$ cat src/rtl/gray_bcd_display_if.sv
// Switch/display bundle for gray_bcd_display.
// master drives the switch code, slave drives LEDs and display.
interface gray_bcd_display_if #(
  parameter int WIDTH  = 8,
  parameter int DIGITS = 3
);
  logic [WIDTH-1:0]  codigo_i;
  logic              mode_i;
  logic [WIDTH-1:0]  codigo_led;
  logic [DIGITS-1:0] anodo;
  logic [6:0]        catodo;
  logic              busy_o;
  logic              done_o;

  modport master (
    output codigo_i, mode_i,
    input  codigo_led, anodo, catodo,
    input  busy_o, done_o
  );

  modport slave (
    input  codigo_i, mode_i,
    output codigo_led, anodo, catodo,
    output busy_o, done_o
  );
endinterface

$ cat src/rtl/gray_bcd_display.sv
// Gray<->binary converter with serial double-dabble BCD
// and a multiplexed common-anode 7-segment display.
module gray_bcd_display #(
  parameter int WIDTH        = 8,
  parameter int DIGITS       = 3,
  parameter int SAMPLE_TICKS = 13500000,
  parameter int SCAN_TICKS   = 27000,
  parameter int BLANK_LZ     = 1
) (
  input logic clk_i,
  input logic rst_i,
  gray_bcd_display_if.slave bus
);

  localparam int SW = $clog2(SAMPLE_TICKS);
  localparam int CW =
    (SCAN_TICKS > 1) ? $clog2(SCAN_TICKS) : 1;
  localparam int IW =
    (DIGITS > 1) ? $clog2(DIGITS) : 1;
  localparam int NW = $clog2(WIDTH + 1);
  localparam int BW = 4 * DIGITS;

  typedef enum logic [1:0] {
    IDLE,
    CONV,
    DONE
  } state_t;

  state_t state, state_n;

  logic [SW-1:0]    samp_cnt;
  logic             strobe;
  logic [WIDTH-1:0] conv;
  logic [WIDTH-1:0] conv_r;
  logic [WIDTH-1:0] shift_r;
  logic [BW-1:0]    bcd_r;
  logic [BW-1:0]    adj;
  logic [BW-1:0]    disp_r;
  logic [NW-1:0]    iter;
  logic             done_r;
  logic [CW-1:0]    scan_cnt;
  logic [IW-1:0]    idx;
  logic [DIGITS-1:0] zero_up;
  logic             run;
  logic             sel_zero;
  logic [3:0]       nib;
  logic [6:0]       seg;

  assign strobe = (samp_cnt == '0);

  always_ff @(posedge clk_i or posedge rst_i) begin
    if (rst_i) begin
      samp_cnt <= SW'(SAMPLE_TICKS - 1);
    end else if (strobe) begin
      samp_cnt <= SW'(SAMPLE_TICKS - 1);
    end else begin
      samp_cnt <= samp_cnt - 1'b1;
    end
  end

  // Gray->binary bit i is the XOR of all code bits at or above i.
  always_comb begin
    conv = bus.codigo_i ^ (bus.codigo_i >> 1);
    if (bus.mode_i) begin
      for (int i = 0; i < WIDTH; i++) begin
        conv[i] = ^(bus.codigo_i >> i);
      end
    end
  end

  always_ff @(posedge clk_i or posedge rst_i) begin
    if (rst_i) state <= IDLE;
    else       state <= state_n;
  end

  always_comb begin
    state_n = state;
    unique case (state)
      IDLE: if (strobe) state_n = CONV;
      CONV: if (iter == NW'(1)) state_n = DONE;
      DONE: state_n = IDLE;
      default: state_n = IDLE;
    endcase
  end

  always_comb begin
    adj = bcd_r;
    for (int d = 0; d < DIGITS; d++) begin
      if (bcd_r[4*d +: 4] >= 4'd5) begin
        adj[4*d +: 4] = bcd_r[4*d +: 4] + 4'd3;
      end
    end
  end

  always_ff @(posedge clk_i or posedge rst_i) begin
    if (rst_i) begin
      conv_r  <= '0;
      shift_r <= '0;
      bcd_r   <= '0;
      iter    <= '0;
      disp_r  <= '0;
      done_r  <= 1'b0;
    end else begin
      done_r <= 1'b0;
      unique case (state)
        IDLE: begin
          if (strobe) begin
            conv_r  <= conv;
            shift_r <= conv;
            bcd_r   <= '0;
            iter    <= NW'(WIDTH);
          end
        end
        CONV: begin
          bcd_r   <= {adj[BW-2:0], shift_r[WIDTH-1]};
          shift_r <= shift_r << 1;
          iter    <= iter - 1'b1;
        end
        DONE: begin
          disp_r <= bcd_r;
          done_r <= 1'b1;
        end
        default: ;
      endcase
    end
  end

  always_ff @(posedge clk_i or posedge rst_i) begin
    if (rst_i) begin
      scan_cnt <= CW'(SCAN_TICKS - 1);
      idx      <= '0;
    end else if (scan_cnt == '0) begin
      scan_cnt <= CW'(SCAN_TICKS - 1);
      if (idx == IW'(DIGITS - 1)) idx <= '0;
      else                        idx <= idx + 1'b1;
    end else begin
      scan_cnt <= scan_cnt - 1'b1;
    end
  end

  // zero_up[d]: digits d..DIGITS-1 are all zero.
  always_comb begin
    run     = 1'b1;
    zero_up = '0;
    for (int d = DIGITS - 1; d >= 0; d--) begin
      run        = run & (disp_r[4*d +: 4] == 4'd0);
      zero_up[d] = run;
    end
  end

  always_comb begin
    nib      = 4'd0;
    sel_zero = 1'b0;
    for (int d = 0; d < DIGITS; d++) begin
      if (idx == IW'(d)) begin
        nib      = disp_r[4*d +: 4];
        sel_zero = zero_up[d];
      end
    end
  end

  always_comb begin
    unique case (nib)
      4'd0:    seg = 7'b1000000;
      4'd1:    seg = 7'b1111001;
      4'd2:    seg = 7'b0100100;
      4'd3:    seg = 7'b0110000;
      4'd4:    seg = 7'b0011001;
      4'd5:    seg = 7'b0010010;
      4'd6:    seg = 7'b0000010;
      4'd7:    seg = 7'b1111000;
      4'd8:    seg = 7'b0000000;
      4'd9:    seg = 7'b0010000;
      default: seg = 7'b1111111;
    endcase
  end

  assign bus.catodo =
    ((BLANK_LZ != 0) && (idx != '0) && sel_zero)
    ? 7'b1111111 : seg;
  assign bus.anodo      = ~(DIGITS'(1) << idx);
  assign bus.codigo_led = ~conv_r;
  assign bus.busy_o     = (state != IDLE);
  assign bus.done_o     = done_r;

endmodule

$ cat src/flat_wrapper.sv
// flat-port wrapper written by rule: the top's interface ports become plain ports
module gray_bcd_display_flat 
#(
  parameter int WIDTH        = 8,
  parameter int DIGITS       = 3,
  parameter int SAMPLE_TICKS = 13500000,
  parameter int SCAN_TICKS   = 27000,
  parameter int BLANK_LZ     = 1
)
  (clk_i, rst_i, bus_codigo_i, bus_mode_i, bus_codigo_led, bus_anodo, bus_catodo, bus_busy_o, bus_done_o);
  gray_bcd_display_if #(.WIDTH(WIDTH), .DIGITS(DIGITS)) bus_i ();
  input logic clk_i;
  input logic rst_i;
  input wire logic [$bits(bus_i.codigo_i)-1:0] bus_codigo_i;
  input wire logic [$bits(bus_i.mode_i)-1:0] bus_mode_i;
  output wire logic [$bits(bus_i.codigo_led)-1:0] bus_codigo_led;
  output wire logic [$bits(bus_i.anodo)-1:0] bus_anodo;
  output wire logic [$bits(bus_i.catodo)-1:0] bus_catodo;
  output wire logic [$bits(bus_i.busy_o)-1:0] bus_busy_o;
  output wire logic [$bits(bus_i.done_o)-1:0] bus_done_o;
  assign bus_i.codigo_i = bus_codigo_i;
  assign bus_i.mode_i = bus_mode_i;
  assign bus_codigo_led = bus_i.codigo_led;
  assign bus_anodo = bus_i.anodo;
  assign bus_catodo = bus_i.catodo;
  assign bus_busy_o = bus_i.busy_o;
  assign bus_done_o = bus_i.done_o;
  gray_bcd_display #(.WIDTH(WIDTH), .DIGITS(DIGITS), .SAMPLE_TICKS(SAMPLE_TICKS), .SCAN_TICKS(SCAN_TICKS), .BLANK_LZ(BLANK_LZ)) u_core (.clk_i(clk_i), .rst_i(rst_i), .bus(bus_i));
endmodule
$ cat config.mk
export PLATFORM = sky130hd
export DESIGN_NAME = gray_bcd_display_flat
export DESIGN_NICKNAME = d
export VERILOG_FILES = /design/src/rtl/gray_bcd_display_if.sv /design/src/rtl/gray_bcd_display.sv /design/src/flat_wrapper.sv
export SDC_FILE = /design/constraint.sdc
export NUM_CORES = 1
export LEC_CHECK = 0
export BUFFER_PORTS_ARGS = -buffer_cell sky130_fd_sc_hd__buf_4
export CAP_MARGIN = 20
export CORE_MARGIN = 4
export CORE_UTILIZATION = 61
export CTS_CLUSTER_SIZE = 20
export DETAILED_ROUTE_END_ITERATION = 6
export GPL_TIMING_DRIVEN = 0
export PLACE_DENSITY = 0.8
export SLEW_MARGIN = 0
export SYNTH_ARGS = -nofsm -noshare
export SYNTH_HDL_FRONTEND = slang
export SYNTH_SLANG_ARGS = --single-unit
$ cat constraint.sdc
create_clock -name clk_i -period 3.5 [get_ports clk_i]
set_input_delay 0.175 -clock clk_i [delete_from_list [all_inputs] [get_ports clk_i]]
set_output_delay 0.175 -clock clk_i [all_outputs]
set_load 0.02 [all_outputs]
==> flow_summary.ini <==
[outcome]
outcome = complete, no violations

[logic_synthesis]
synth.distinct_cells = 53
synth_edf_count = 0
synthArstFlopShare_pct = 100.0
synthFlopType = dfrtp_1
synth_area_leaders = dfrtp_1 (32%), dfstp_2 (16%), xnor2_1 (6.6%)
syn_inst = 448
yosysWarnings = 0
yosysTopAreaCell = dfrtp_1
syn_area_sq_um = 4656
synth_top_area_share_pct = 32.25
syn_area_per_cell_sq_um = 10.39
synthesis.nets = 476
ys_ff_latch = 88
seq_area_frac_synth_pct = 48.05

[clocking]
clk_latency_ns = 0.35
cts_tree = yes
cts_made_buffers = 9
clkTransAtPathRegs_ns = 0.09
htree_levels = 3
clockBufferDepth = 2
cts-root-buf = clkbuf_8
clock_sinks = 88
cts_setup_buffers = 0
cts_resized = 0
ctsHoldBuffers = 1

[detailed_routing]
detail-route-antenna-nets = 0
wl_per_cell_microns = 14.64
wl_mm = 8.708
drtIter0Drc = 93
dr.pass1.iters = 4
vias_per_cell = 5.575
vias = 3317
drc = 0

[sta]
worst_pin_slew_ns = 0.7122
finalCritPeriodShare_pct = 78.68
holdWs_ns = 0.1192
rsz0062_at_grt = no
period_minus_slack_ns = 2.754
finalSetupViolations = 0
setup_tns_ns = 0
final_max_slew_viol_count = 0
finalHoldViolCount = 0
skew_ns = 0.009861
clock.fmax_mhz = 363.1
maxSlewHeadroom_pct = 52.52

[worst_setup_path]
r2r_cells = 6
worstPathArrival_ns = 2.58
worstSetupEndpoint = bus_catodo[3]
critical_path_required_ns = 3.32
reg2reg_to = u_core.conv_r[1]$_DFFE_PP0P_
end_kind = output port
start_kind = flip-flop
reg2reg_slack_ns = 0.76
critPathMaxFanout = 9
critPathKind = reg -> out
startpoint = u_core.idx[1]$_DFFE_PP0P_
timing.rr.start = u_core.samp_cnt[17]$_DFF_PP0_

[grt]
grt_start_max_net_pins = 61
track_usage_pct = 21.28
grt_pass1_wl_mm = 15.08
antenna_found_initial = 0
overflow = 0
grt_pass1_vias = 3327

[layout]
multi_input_area_sq_um = 2238
fin_nets = 519
final_layout_size_suffix_gt1_share_pct = 22.38
mostFrequentLayoutCells = dfrtp_1 (60), nand2_1 (51), xnor2_1 (35)
n_fill_cell = 537
diodes = 0
layout_commonest_cell = dfrtp_1
ff_latch_area_sq_um = 2237
area_growth_pct = 12.25
fin_area_sq_um = 5226

[floorplan]
dieArea_sq_um = 9094
core_sq_um = 7331
fp-row-count = 31
fp.dieH_microns = 95.37
pin_count = 31
initial_utilization_pct = 63.51
die_x_microns = 95.37

[pwr]
vdd_ir_drop_max_uv = 247.6
power.density_nw_per_um2 = 537.2
power_leakage_nw = 2.340

[placed_design]
place_hpwl_mm = 6.398
dpl-instance-area_sq_um = 5035
portBuffers = 30
gp_congestion = 0.7971

[job]
max_cap_violations = 0

[worst_hold_path]
hold_class = in -> reg
[cell type report]
class / count / share of cell area, %
Inverter: 28 / 2.059
Clock buffer: 12 / 2.969
Buffer: 15 / 1.436
Timing Repair Buffer: 32 / 5.028
Sequential cell: 88 / 42.81
Tap cell: 99 / 2.370
Multi-Input combinational cell: 317 / 42.83
Clock inverter: 4 / 0.5028
[cell usage after synthesis (6+ instances only)]
cell	n
nand2b_1	8
nor2_1	31
nor4_1	7
clkbuf_1	11
dfrtp_1	60
ha_1	17
a21oi_1	8
o21ai_0	17
nor3_1	14
xor2_1	13
inv_1	27
or3_1	6
nand3_1	9
xnor2_1	35
dfstp_2	28
nand2_1	51
a22o_1	7
mux2_2	21
mux2i_1	13
[kinds of logic after synthesis]
family / Yosys count / synth area share, %
AND/OR/NAND/NOR: 151 / 16.07
flip-flops: 88 / 48.05
XOR/XNOR: 49 / 9.513
multiplexers: 34 / 7.874
AO/OA/AOI/OAI: 66 / 10.05
adder cells (fa/ha/maj): 17 / 4.569
buffers and inverters: 43 / 3.870
[metal layers]
layer | routed length (microns) | vias to the layer above | track usage (%)
li1 | - | 1634 | -
met1 | 4052 | 1615 | 28.25
met2 | 4180 | 54 | 34.52
met3 | 327 | 14 | 3.946
met4 | 148 | 0 | 8.534
met5 | 0 | - | 0
[worst max-delay path, cell delays in order, from the launching register on]
cell      delay [ns]
dfrtp_1         0.33
clkbuf_1        0.34
mux2_2          0.39
a22oi_1         0.38
ha_1            0.34
inv_1           0.06
mux2i_1         0.05
o21ai_0         0.18
buf_4           0.17
[power by group]
part	internal [mW]	leakage (nW)	switching, mW
clock network	0.298	0.0972	0.353
registers	1.13	1.07	0.103
logic	0.427	1.17	0.497
[per-stage QoR]
stage               util (%)  instances  worst slack (ns)  power, mW
global placement       68.27        577           0.09281      2.128
floorplan                  -        448            0.9409      1.875
detailed placement     68.68        578            0.7828      2.180
global route           71.29        595            0.5204      2.998
CTS                    71.29        595            0.7291      2.833
finish                 71.29        595            0.7463      2.808
[sequential cells by signal, indices dropped and copies added, names as in the netlist]
register           flops
u_core.samp_cnt       24
u_core.iter            4
u_core.idx             2
u_core.shift_r         8
u_core.conv_r          8
u_core.bus.done_o      1
u_core.disp_r         12
u_core.bcd_r          12
u_core.state           2
u_core.scan_cnt       15
[worst min-delay path by stage]
stage	start	end	slack [ns]	cells past startpoint
2_1_floorplan	bus_codigo_i[7]	u_core.conv_r[7]$_DFFE_PP0P_	0.33	1
3_3_place_gp	u_core.scan_cnt[0]$_DFF_PP1_	u_core.scan_cnt[0]$_DFF_PP1_	0.44	1
3_5_place_dp	rst_i	u_core.idx[0]$_DFFE_PP0P_	0.19	2
4_1_cts	bus_codigo_i[7]	u_core.conv_r[7]$_DFFE_PP0P_	0.1	2
5_1_grt	bus_codigo_i[7]	u_core.conv_r[7]$_DFFE_PP0P_	0.11	2
6_report	bus_codigo_i[7]	u_core.conv_r[7]$_DFFE_PP0P_	0.12	2
Power figures use the tool's default switching activity.
